## src/rtl/ex_mem_reg.sv

```systemverilog
// EX/MEM pipeline register: stall/flush/bubble handling, store lane
// steering with byte enables, misaligned-access suppression and counting.
//
// Ports:
//   clk, rst_n            clock, asynchronous active-low reset
//   ex_valid              EX holds a real instruction (0 = bubble)
//   ex_alu_result         ALU result / effective address
//   ex_store_data         rs2 value for stores
//   ex_rd                 destination register
//   ex_reg_write          register-file write request
//   ex_mem_read           load
//   ex_mem_write          store
//   ex_mem_to_reg         writeback selects memory data
//   ex_mem_op             000 word, 001 lb, 010 lh, 011 lbu, 100 lhu
//   stall, flush          hold / kill (flush wins)
//   mem_valid             MEM holds a real instruction
//   mem_address           registered ALU result
//   mem_write_data        lane-steered store data
//   mem_byte_en           store byte enables
//   mem_read, mem_write,
//   mem_to_reg            qualified memory controls
//   mem_op, mem_rd        registered MEMop and destination
//   mem_reg_write         qualified register-write enable
//   misalign              MEM instruction was a suppressed misaligned access
//   misalign_cnt          saturating misaligned-access count
//   fwd_valid, fwd_rd,
//   fwd_data              ALU-result forwarding port back to EX

module ex_mem_reg #(
    parameter int ADDR_W = 32,
    parameter int CNT_W  = 8
) (
    input  logic              clk,
    input  logic              rst_n,
    input  logic              ex_valid,
    input  logic [ADDR_W-1:0] ex_alu_result,
    input  logic [ADDR_W-1:0] ex_store_data,
    input  logic [4:0]        ex_rd,
    input  logic              ex_reg_write,
    input  logic              ex_mem_read,
    input  logic              ex_mem_write,
    input  logic              ex_mem_to_reg,
    input  logic [2:0]        ex_mem_op,
    input  logic              stall,
    input  logic              flush,
    output logic              mem_valid,
    output logic [ADDR_W-1:0] mem_address,
    output logic [ADDR_W-1:0] mem_write_data,
    output logic [3:0]        mem_byte_en,
    output logic              mem_read,
    output logic              mem_write,
    output logic              mem_to_reg,
    output logic [2:0]        mem_op,
    output logic [4:0]        mem_rd,
    output logic              mem_reg_write,
    output logic              misalign,
    output logic [CNT_W-1:0]  misalign_cnt,
    output logic              fwd_valid,
    output logic [4:0]        fwd_rd,
    output logic [ADDR_W-1:0] fwd_data
);

    localparam logic [2:0] OP_W  = 3'b000;
    localparam logic [2:0] OP_B  = 3'b001;
    localparam logic [2:0] OP_H  = 3'b010;
    localparam logic [2:0] OP_BU = 3'b011;
    localparam logic [2:0] OP_HU = 3'b100;

    localparam int NBYTES = ADDR_W / 8;

    // Registered state
    logic              valid_q,   valid_d;
    logic [ADDR_W-1:0] addr_q,    addr_d;
    logic [ADDR_W-1:0] wdata_q,   wdata_d;
    logic [3:0]        be_q,      be_d;
    logic              rd_en_q,   rd_en_d;
    logic              wr_en_q,   wr_en_d;
    logic              m2r_q,     m2r_d;
    logic [2:0]        op_q,      op_d;
    logic [4:0]        rd_q,      rd_d;
    logic              rw_q,      rw_d;
    logic              mis_q,     mis_d;
    logic [CNT_W-1:0]  cnt_q,     cnt_d;

    // Decode of the incoming EX instruction
    logic              is_load;
    logic              is_store;
    logic              is_word;
    logic              is_half;
    logic              mis_hit;
    logic              sel_b;
    logic              sel_h;
    logic              sel_w;
    logic [ADDR_W-1:0] steer_data;
    logic [3:0]        steer_be;

    always_comb begin
        // A read+write combination is treated as a pure load.
        is_load  = ex_mem_read;
        is_store = ex_mem_write & ~ex_mem_read;
        is_word  = (ex_mem_op == OP_W);
        // Only the signed half op is a halfword store; lhu is load-only.
        is_half  = is_load ? ((ex_mem_op == OP_H) | (ex_mem_op == OP_HU))
                           : (ex_mem_op == OP_H);
        mis_hit  = (is_load | is_store)
                 & ((is_word & (|ex_alu_result[1:0]))
                  | (is_half & ex_alu_result[0]));
    end

    always_comb begin
        sel_b      = (ex_mem_op == OP_B) | (ex_mem_op == OP_BU);
        sel_h      = (ex_mem_op == OP_H) | (ex_mem_op == OP_HU);
        sel_w      = ~sel_b & ~sel_h;
        steer_data = ex_store_data;
        steer_be   = 4'b0000;
        if (is_store & ~mis_hit) begin
            unique case (1'b1)
                sel_b: begin
                    steer_data = {NBYTES{ex_store_data[7:0]}};
                    steer_be   = 4'b0001 << ex_alu_result[1:0];
                end
                sel_h: begin
                    steer_data = {(NBYTES/2){ex_store_data[15:0]}};
                    steer_be   = ex_alu_result[1] ? 4'b1100 : 4'b0011;
                end
                sel_w: begin
                    steer_data = ex_store_data;
                    steer_be   = 4'b1111;
                end
                default: begin
                    steer_data = ex_store_data;
                    steer_be   = 4'b0000;
                end
            endcase
        end
    end

    always_comb begin
        valid_d = valid_q;
        addr_d  = addr_q;
        wdata_d = wdata_q;
        be_d    = be_q;
        rd_en_d = rd_en_q;
        wr_en_d = wr_en_q;
        m2r_d   = m2r_q;
        op_d    = op_q;
        rd_d    = rd_q;
        rw_d    = rw_q;
        mis_d   = mis_q;
        cnt_d   = cnt_q;
        if (flush | (~stall & ~ex_valid)) begin
            // Kill: control bits drop, data fields keep their values.
            valid_d = 1'b0;
            rd_en_d = 1'b0;
            wr_en_d = 1'b0;
            m2r_d   = 1'b0;
            rw_d    = 1'b0;
            mis_d   = 1'b0;
            be_d    = 4'b0000;
        end else if (!stall) begin
            valid_d = 1'b1;
            addr_d  = ex_alu_result;
            wdata_d = steer_data;
            be_d    = steer_be;
            op_d    = ex_mem_op;
            rd_d    = ex_rd;
            mis_d   = mis_hit;
            rd_en_d = is_load & ~mis_hit;
            wr_en_d = is_store & ~mis_hit;
            m2r_d   = ex_mem_to_reg & ~mis_hit;
            rw_d    = ex_reg_write & ~mis_hit & (ex_rd != 5'd0);
            if (mis_hit && (cnt_q != {CNT_W{1'b1}})) begin
                cnt_d = cnt_q + 1'b1;
            end
        end
    end

    always_ff @(posedge clk or negedge rst_n) begin
        if (!rst_n) begin
            valid_q <= 1'b0;
            addr_q  <= '0;
            wdata_q <= '0;
            be_q    <= 4'b0000;
            rd_en_q <= 1'b0;
            wr_en_q <= 1'b0;
            m2r_q   <= 1'b0;
            op_q    <= 3'b000;
            rd_q    <= 5'd0;
            rw_q    <= 1'b0;
            mis_q   <= 1'b0;
            cnt_q   <= '0;
        end else begin
            valid_q <= valid_d;
            addr_q  <= addr_d;
            wdata_q <= wdata_d;
            be_q    <= be_d;
            rd_en_q <= rd_en_d;
            wr_en_q <= wr_en_d;
            m2r_q   <= m2r_d;
            op_q    <= op_d;
            rd_q    <= rd_d;
            rw_q    <= rw_d;
            mis_q   <= mis_d;
            cnt_q   <= cnt_d;
        end
    end

    assign mem_valid      = valid_q;
    assign mem_address    = addr_q;
    assign mem_write_data = wdata_q;
    assign mem_byte_en    = be_q;
    assign mem_read       = rd_en_q;
    assign mem_write      = wr_en_q;
    assign mem_to_reg     = m2r_q;
    assign mem_op         = op_q;
    assign mem_rd         = rd_q;
    assign mem_reg_write  = rw_q;
    assign misalign       = mis_q;
    assign misalign_cnt   = cnt_q;

    // Loads are not forwardable from MEM; their data is not yet available.
    assign fwd_valid = valid_q & rw_q & ~rd_en_q;
    assign fwd_rd    = rd_q;
    assign fwd_data  = addr_q;

endmodule

```

## config.mk

```make
export PLATFORM = sky130hd
export DESIGN_NAME = ex_mem_reg
export DESIGN_NICKNAME = d
export VERILOG_FILES = /design/src/rtl/ex_mem_reg.sv
export SDC_FILE = /design/constraint.sdc
export NUM_CORES = 1
export LEC_CHECK = 0
export ABC_AREA = 1
export ABC_CLOCK_PERIOD_IN_PS = 2750
export BUFFER_PORTS_ARGS = -buffer_cell sky130_fd_sc_hd__buf_2
export CAP_MARGIN = 20
export CORE_MARGIN = 5
export CORE_UTILIZATION = 51
export DETAILED_ROUTE_END_ITERATION = 8
export GPL_TIMING_DRIVEN = 0
export HOLD_SLACK_MARGIN = 0.1
export PLACE_DENSITY_LB_ADDON = 0.3
export SLEW_MARGIN = 25
export SYNTH_ARGS = -nofsm -noshare
export SYNTH_HDL_FRONTEND = slang
export SYNTH_SLANG_ARGS = --single-unit
export TNS_END_PERCENT = 100
```

## constraint.sdc

```tcl
create_clock -name clk -period 2.75 [get_ports clk]
set_input_delay 0.55 -clock clk [delete_from_list [all_inputs] [get_ports clk]]
set_output_delay 0.55 -clock clk [all_outputs]
set_load 0.02 [all_outputs]
```

==> results of run 1 <==
## worst paths after layout
kind                                         from            endpoint  slack (ps)  cells past startpoint
worst max-delay path                     mem_read           fwd_valid        1050                      2
worst min-delay path            ex_alu_result[24]        fwd_data[24]         380                      3
worst max register to register    misalign_cnt[0]     misalign_cnt[6]        1280                      6
worst min register to register          mem_op[1]           mem_op[1]         480                      2
max in group asynchronous                   rst_n       mem_reg_write        1540                      3
min in group asynchronous                   rst_n  mem_write_data[16]         620                      2
## power by group through the flow
stage	sequential, mW	combinational (mW)	clock [mW]
floorplan	1.88	0.547	0
global placement	1.65	1.23	0
detailed placement	1.66	1.26	0
CTS	1.64	1.26	1.02
global route	1.67	1.36	1.07
finish	1.64	1.24	1.00
## placed cells by master, fill, tap and decap left out, drive strengths merged, types with 2 or more instances in the layout
cell type	netlist	routed
xnor2	4	4
nand2	342	342
o21ai	35	35
nor3	3	3
nor2	17	17
inv	28	28
xor2	2	2
bufinv	0	2
nand4	4	4
clkbuf	12	24
a21oi	14	14
dfrtp	90	90
buf	50	259
nand3	7	7
clkinvlp	0	2
## layout make-up
cell class | count | share of cell area [%]
Multi-Input combinational cell | 432 | 30.0
Clock buffer | 12 | 2.41
Inverter | 28 | 1.75
Tap cell | 108 | 2.25
Timing Repair Buffer | 210 | 18.0
Clock inverter | 4 | 1.25
Sequential cell | 90 | 37.5
Buffer | 62 | 6.80
## per-layer routing
metal	global-route usage, %	wire length (um)	vias up
met2	41.0	6390	174
met4	8.13	306	0
li1	-	-	2290
met3	7.34	1190	26
met1	28.2	5250	2067
met5	0	0	-
## per-stage QoR
stage / setup WS (ps) / cell area, um^2 / utilization, % / cells
6_report: 1050 / 6010 / 69.0 / 946
5_1_grt: 963 / 6010 / 69.0 / 946
4_1_cts: 1040 / 6010 / 69.0 / 946
3_5_place_dp: 737 / 5780 / 66.3 / 929
3_3_place_gp: 374 / 5750 / 65.9 / 928
2_1_floorplan: 1170 / 4570 / - / 612
## cells in the mapped netlist (all sizes together)
| cell type | number |
|---|---|
| dfrtp | 90 |
| nand2 | 342 |
| nand3 | 7 |
| o211ai | 1 |
| clkbuf | 12 |
| buf | 50 |
| nor3 | 3 |
| xor2 | 2 |
| o21bai | 1 |
| ha | 1 |
| o21ai | 35 |
| xnor2 | 4 |
| inv | 28 |
| o31ai | 1 |
| nand4 | 4 |
| a21oi | 14 |
| nor2 | 17 |
## kinds of logic (layout without fill, tap and decap cells)
logic type | after synthesis | after routing | synth area share, %
xor+xnor | 6 | 6 | 1.15
flops | 90 | 90 | 49.2
compound gates | 52 | 52 | 5.94
fa+ha+maj | 1 | 1 | 0.274
simple gates | 373 | 373 | 32.1
buf+inv | 90 | 316 | 11.2
## worst max-delay path: cells and delay by family, from the launching register on
| family | cells | cell delay (ps) |
|---|---|---|
| simple gates | 1 | 180 |
| flops | 1 | 420 |
| buf+inv | 1 | 190 |
==> metrics, run 1 <==
clk slew on worst S/H paths=90 ps; Clock Tree Buf Depth=2; first-pass GRT wire length=21500 um; IO Count=between 200 and 250; post-CTS setup buffers=0; PwrDens=around 650 nW/um^2; initial antenna violation count=0; syn_nets=694; min cycle time layout=between 1500 and 2000 ps; # rows=34; Pint=between 2 and 3 mW; Worst EP arrival=around 1200 ps; Mean Syn Cell Area=~7.5 um^2; GRT overflow=0; Switching Share=35.3%; # DRC=0; clock tree sinks=90; crit path cell chain=nor3_1 > buf_2; count of pins over their slew limit=0; Fillers=roughly 780; number of global-route vias before repair=between 4k and 5k; hold buffer count at CTS=1; Setup violations, final=0; All-Layer GR Usage=23.8%; register area share after synthesis=approximately half; CTS buffer count=9; layout cell share with drive strength beyond 1=33.9%; Die Height=around 100 um; GP Congestion=~0.85; I/O Buffers=roughly 210; CTS tree=yes; Critical Path Slowest Stage Cell=dfrtp_1; Seq pwr share=around 42%; peak supply drop=slightly above 300 uV; f_max=589 MHz; flop and latch count out of synthesis=90; largest net degree at the start of global routing=64; Final Hold Slack=between 300 and 400 ps; area occupied by multi-input gates=between 1500 and 2000 um^2; worst hold path class=primary input to register; combinational power share=roughly a third; ranking of synthesized cells by area=dfrtp_1 49%, nand2_1 28%, buf_4 6.2%; Area Growth Syn to Fin=31.5%; sw power=between 1 and 1.5 mW; Pwr Total=about 3.9 mW; Clk pwr share=approximately a quarter; Post-Syn Instances=612; first-pass detailed-route iteration total=4; Worst Path Required=approximately 2200 ps; crit start category=register; routed via count=between 4k and 5k; Ant. Diodes=0; cell accounting for the most synthesized area=dfrtp_1; DRT Wirelength=around 13000 um; final worst path period share=between 60% and 70%; vias per cell=about 4.8; Mapped Area=~4600 um^2; Worst-Skew Late Latency=between 300 and 400 ps; critical path class=register to primary output; core region area=approximately 8700 um^2; Root Buffer=clkbuf_8; Tightest Pin Transition=~530 ps; # H-tree levels=3; Synth cell types=26; RSZ-0062 raised after global routing=no; Max Cap Violations=0; Initial Util=approximately 52%; hpwl dp=10400 um; nets@finish=915; Chip Width=about 100 um; Reg area=roughly 2300 um^2; Synth top area share=a little under 50%; Fin. Hold Viols=0; post-CTS sizing=0; Worst Setup End Kind=primary output; WL per Instance=13.9 um; P_leak=about 3.6 nW; DRT iter0 DRCs=approximately 130; DIE AREA=approximately 11000 um^2; setup TNS=0 ps; Layout Skew=approximately 1.7 ps; status=finished clean; Post-DRT Antenna Nets=0; Synth Warn #=0; CP Max Fanout=3; Slew Limit Headroom=roughly 64%; max incr delay on CP=approximately 420 ps
Power figures use the tool's default switching activity.
==> inputs of run 2 (changes only) <==
--- a/config.mk
+++ b/config.mk
@@ -5,12 +5,12 @@
 export SDC_FILE = /design/constraint.sdc
 export NUM_CORES = 1
 export LEC_CHECK = 0
-export ABC_AREA = 1
-export ABC_CLOCK_PERIOD_IN_PS = 2750
+export ABC_AREA = 0
+export ABC_CLOCK_PERIOD_IN_PS = 1400
 export BUFFER_PORTS_ARGS = -buffer_cell sky130_fd_sc_hd__buf_2
 export CAP_MARGIN = 20
 export CORE_MARGIN = 5
-export CORE_UTILIZATION = 51
+export CORE_UTILIZATION = 42
 export DETAILED_ROUTE_END_ITERATION = 8
 export GPL_TIMING_DRIVEN = 0
 export HOLD_SLACK_MARGIN = 0.1
==> constraint.sdc (replaced) <==
create_clock -name clk -period 1.4 [get_ports clk]
set_input_delay 0.28 -clock clk [delete_from_list [all_inputs] [get_ports clk]]
set_output_delay 0.28 -clock clk [all_outputs]
set_load 0.02 [all_outputs]
==> metrics, run 2 <==
# DRC=0; violated checks=setup timing; hpwl dp=9960 um; Max Cap Violations=0; placement-stage cell area=about 5500 um^2; Chip Width=~110 um; Post-DRT Antenna Nets=0; PnR worst setup slack=-139 ps; # H-tree levels=3; RSZ-0062 raised after global routing=yes; final worst path period share=110%; Pwr Total=7.36 mW; Root Buffer=clkbuf_8; Post-Syn Instances=around 470; clock tree sinks=90; Primary FF master, synth=dfrtp_1; Setup violations, final=6; Synth top area share=roughly 54%; WL per Instance=15.7 um; CTS tree=yes; CP Max Fanout=4; Tightest Pin Transition=540 ps; DIE AREA=between 10000 and 15000 um^2; crit path cell chain=buf_12 > nor2b_4 > or4_4 > nor3_4 > o31a_1 > mux2_4; Worst Setup End Kind=register; Critical Path Slowest Stage Cell=or4_4; vias per cell=~4.9; Finished Layout Cells=between 800 and 900; register area share after synthesis=between 50% and 60%; min cycle time layout=1540 ps; Fin. Hold Viols=0; Slew Limit Headroom=a little under two thirds; Fillers=836; GRT overflow=0; Synth Warn #=0; WP buf/inv=1; # rows=36; DRT iter0 DRCs=231; placed cells=slightly above 800; most frequent cells in the layout=202 x buf_2, 174 x nand2_1, 88 x dfrtp_1; ranking of synthesized cells by area=dfrtp_1 54%, nand2_1 16%, buf_4 6.6%; first-pass detailed-route iteration total=4; All-Layer GR Usage=21.4%; count of pins over their slew limit=0; initial antenna violation count=0; setup TNS=-479 ps; commonest non-fill, non-tap cell in the layout=buf_2; Setup WS pre-CTS=-767 ps; status=complete, but fails checks; syn_nets=550; layout cell share with drive strength beyond 1=42.9%; IO Count=209; Worst-Skew Late Latency=350 ps; Reg area=between 2000 and 2500 um^2; core region area=around 9800 um^2; routed via count=between 4k and 5k; Top Family by Delay on Critical Path=simple AND/OR/NAND/NOR gates; Initial Util=between 40% and 50%; CTS buffer count=9; worst hold path class=primary input to register; Post-synth EDFFs=0; count leader, synth=nand2_1; PwrDens=1250 nW/um^2; number of global-route vias before repair=3976; P_leak=about 3.3 nW; Layout Skew=3.65 ps; Area Growth Syn to Fin=40.5%; design area=between 5000 and 6000 um^2; f_max=650 MHz; I/O Buffers=between 200 and 250; area occupied by multi-input gates=about 1600 um^2; Worst EP arrival=1780 ps; crit start category=primary input; Clock Tree Buf Depth=2; DRT Wirelength=approximately 13000 um; peak supply drop=between 500 and 600 uV; GP Congestion=0.807; Mean Syn Cell Area=about 9.0 um^2; Mapped Area=about 4200 um^2; flop and latch count out of synthesis=90; critical path class=primary input to register; Ant. Diodes=0; top cells by count, synth=175 x nand2_1, 90 x dfrtp_1, 53 x nand3_1, 37 x buf_4, 23 x clkbuf_1; max incr delay on CP=about 550 ps; first-pass GRT wire length=19900 um; Synth cell types=39; largest net degree at the start of global routing=61; Async S/R FF share, synth=100%; clk slew on worst S/H paths=around 80 ps; nets@finish=between 700 and 800; Worst Path Required=1640 ps; Die Height=110 um; cell accounting for the most synthesized area=dfrtp_1
run 2: changes by cell type after synthesis, sizes merged, moves of 3 or more:
cell    previous run  this run
a21oi             14         7
a32o               0        10
buf               50        41
clkbuf            12        23
inv               28         3
nand2            342       175
nand2b             0         3
nand3              7        53
nor2              17         8
nor2b              0         3
o211ai             1         7
o21ai             35        13
run 2: per-stage QoR:
stage / util [%] / hold WS, ps
finish: 60.4 / 121
global route: 60.4 / 108
CTS: 59.8 / 101
detailed placement: 56.2 / 183
global placement: 55.8 / 458
floorplan: - / -15.6
run 2: per-layer routing:
metal	track usage [%]	vias to the layer above	part of all wire [%]
met5	0	-	0
met4	7.30	0	1.9
met3	4.66	22	10
met2	36.4	184	48
met1	26.9	1957	40
li1	-	1982	-
run 2: kinds of logic (layout without fill, tap and decap cells):
kind of cell               after synthesis  in the layout  synth area share (%)
muxes                                    4              4                  1.01
DFF                                     90             90                  53.6
buffers and inverters                   67            305                  9.47
xor gates and xnor gates                 6              6                  1.25
adders and majority gates                1              1                 0.298
AOI/OAI and AO/OA                       45             45                  8.16
and+or+nand+nor                        255            255                  26.2
run 2: worst register-to-register path, cell delays in order, from the launching register on:
cell and delay, ps:
dfrtp_1 440, ha_4 200, a2111oi_4 440, nand3_1 140, xnor2_1 150
run 2: path summary, 6_finish.rpt:
check	slack (ps)	cells past startpoint	start	end
setup / recovery	-140	6	ex_mem_op[1]	misalign_cnt[1]
hold / removal	120	3	ex_alu_result[31]	fwd_data[31]
setup reg to reg	-80	4	misalign_cnt[0]	misalign_cnt[7]
hold reg to reg	480	1	misalign	misalign
max in group asynchronous	440	3	rst_n	fwd_rd[1]
min in group asynchronous	370	2	rst_n	mem_byte_en[1]
run 2: layout make-up:
cell class / instances / area share [%]
buffer: 64 / 7.80
clock buffer: 12 / 2.46
clock inverter: 3 / 0.678
inverter: 3 / 0.191
multi-input combinational: 311 / 27.3
sequential: 90 / 38.2
tap: 133 / 2.82
timing repair buffer: 223 / 20.6
run 2: timing repair:
action / 4_1_cts / 5_1_grt
resized for setup: 18 / 19
setup buffers: 8 / 2
hold buffers: 6 / 1
endpoints found under the hold margin: 35 / 1
pin swaps: 7 / 4
endpoints found under the setup margin: 80 / 61
run 2: report_power, final:
part           total, mW  internal, mW  leakage [nW]  switching (mW)
logic               2.38         0.942          2.08            1.44
clock network       1.73         0.861        0.0962           0.873
registers           3.24          2.97          1.14           0.266
==> inputs of run 3 (changes only) <==
--- a/config.mk
+++ b/config.mk
@@ -10,7 +10,7 @@
 export BUFFER_PORTS_ARGS = -buffer_cell sky130_fd_sc_hd__buf_2
 export CAP_MARGIN = 20
 export CORE_MARGIN = 5
-export CORE_UTILIZATION = 42
+export CORE_UTILIZATION = 35
 export DETAILED_ROUTE_END_ITERATION = 8
 export GPL_TIMING_DRIVEN = 0
 export HOLD_SLACK_MARGIN = 0.1
==> metrics, run 3 (synthesis gave the netlist of run 2 again) <==
All-Layer GR Usage=18.4%; Area Growth Syn to Fin=43.5%; Layout Skew=around 2.1 ps; P_leak=3.38 nW; IO Count=roughly 210; Die Height=~120 um; commonest non-fill, non-tap cell in the layout=buf_2; f_max=around 640 MHz; Setup violations, final=6; Pwr Total=roughly 8.3 mW; CP Max Fanout=4; layout cell share with drive strength beyond 1=44.0%; Finished Layout Cells=852; GP Congestion=roughly 0.89; # DRC=0; CTS buffer count=9; GRT overflow=0; Post-DRT Antenna Nets=0; vias per cell=4.88; peak supply drop=678 uV; number of global-route vias before repair=approximately 4.1k; PnR worst setup slack=-174 ps; Clock Tree Buf Depth=2; Initial Util=35.3%; first-pass detailed-route iteration total=4; area occupied by multi-input gates=around 1600 um^2; critical path class=primary input to register; # rows=40; Max Cap Violations=0; Reg area=between 2000 and 2500 um^2; DIE AREA=between 10000 and 15000 um^2; DRT Wirelength=about 13000 um; I/O Buffers=between 200 and 250; Fillers=around 1.2k; PwrDens=between 1000 and 1500 nW/um^2; core region area=~12000 um^2; Chip Width=120 um; met3 routed WL=~1300 um; Final Hold Slack=between 100 and 150 ps; highest metal used=met4; WL per Instance=about 16 um; routed via count=a little over 4k; fin util=50.6%; placed cells=822; met2 wire len=~6200 um; nets@finish=roughly 780; initial antenna violation count=0; clock tree sinks=90; Fin. Hold Viols=0; first-pass GRT wire length=21200 um; Worst-Skew Late Latency=roughly 330 ps; Root Buffer=clkbuf_16; Tightest Pin Transition=~460 ps; Metal-1 WL=5710 um; final worst path period share=112%; CTS tree=yes; largest net degree at the start of global routing=55; Setup WS pre-CTS=-831 ps; most frequent cells in the layout=206 x buf_2, 175 x nand2_1, 90 x dfrtp_1; # H-tree levels=3; min cycle time layout=1570 ps; Worst Setup End Kind=register; status=complete, but fails checks; count of pins over their slew limit=0; hpwl dp=roughly 10000 um; violated checks=setup timing; DRT iter0 DRCs=about 290; Slew Limit Headroom=about 70%; clk slew on worst S/H paths=~60 ps; worst hold path class=primary input to register; RSZ-0062 raised after global routing=yes; Worst Path Required=around 1600 ps; crit start category=primary input; Ant. Diodes=0; Worst EP arrival=around 1800 ps
## run 3: report_power, final
part	internal [mW]	switching, mW	leakage, nW	total (mW)
clock network	1.61	1.02	0.147	2.63
logic	0.959	1.44	2.09	2.40
registers	2.98	0.272	1.14	3.25
total	5.55	2.74	3.38	8.28
## run 3: metal layers
layer  vias up  track usage, %
met5         -               0
met4         0            6.23
met3        18            5.28
met2       202            30.0
met1      1957            23.6
li1       1977               -
## run 3: stage by stage
| stage | setup TNS, ps | cell area (um^2) |
|---|---|---|
| floorplan | -5310 | 4260 |
| global placement | -127740 | 5470 |
| detailed placement | -55800 | 5510 |
| CTS | -601 | 5990 |
| global route | -1050 | 6030 |
| finish | -713 | 6030 |
## run 3: final cells by class
class,instances,share of cell area (%)
sequential,90,37.3
multi-input combinational,311,26.7
clock inverter,6,1.49
timing repair buffer,221,19.6
clock buffer,10,3.96
tap,147,3.05
buffer,64,7.63
inverter,3,0.187
## run 3: final timing paths
kind,startpoint,endpoint,slack (ps),cells past startpoint
worst max register to register,misalign_cnt[1],misalign_cnt[7],-70,4
max in group asynchronous,rst_n,mem_op[1],390,3
min in group asynchronous,rst_n,mem_byte_en[1],420,2
worst min register to register,mem_op[1],mem_op[1],470,2
worst max-delay path,ex_mem_op[1],misalign_cnt[1],-170,6
worst min-delay path,ex_alu_result[22],fwd_data[22],140,3
## run 3: repair_timing
item | in CTS | in global routing
resized for setup | 22 | 17
setup endpoints to repair | 81 | 41
endpoints found under the hold margin | 36 | 0
setup buffers | 10 | 4
hold buffers | 1 | 0
pin swaps | 10 | 4
## run 3: critical path: stages
cell and delay, ps:
buf_12 110, nor2b_4 120, or4_4 540, nor3_4 190, o31a_1 230, mux2_4 320
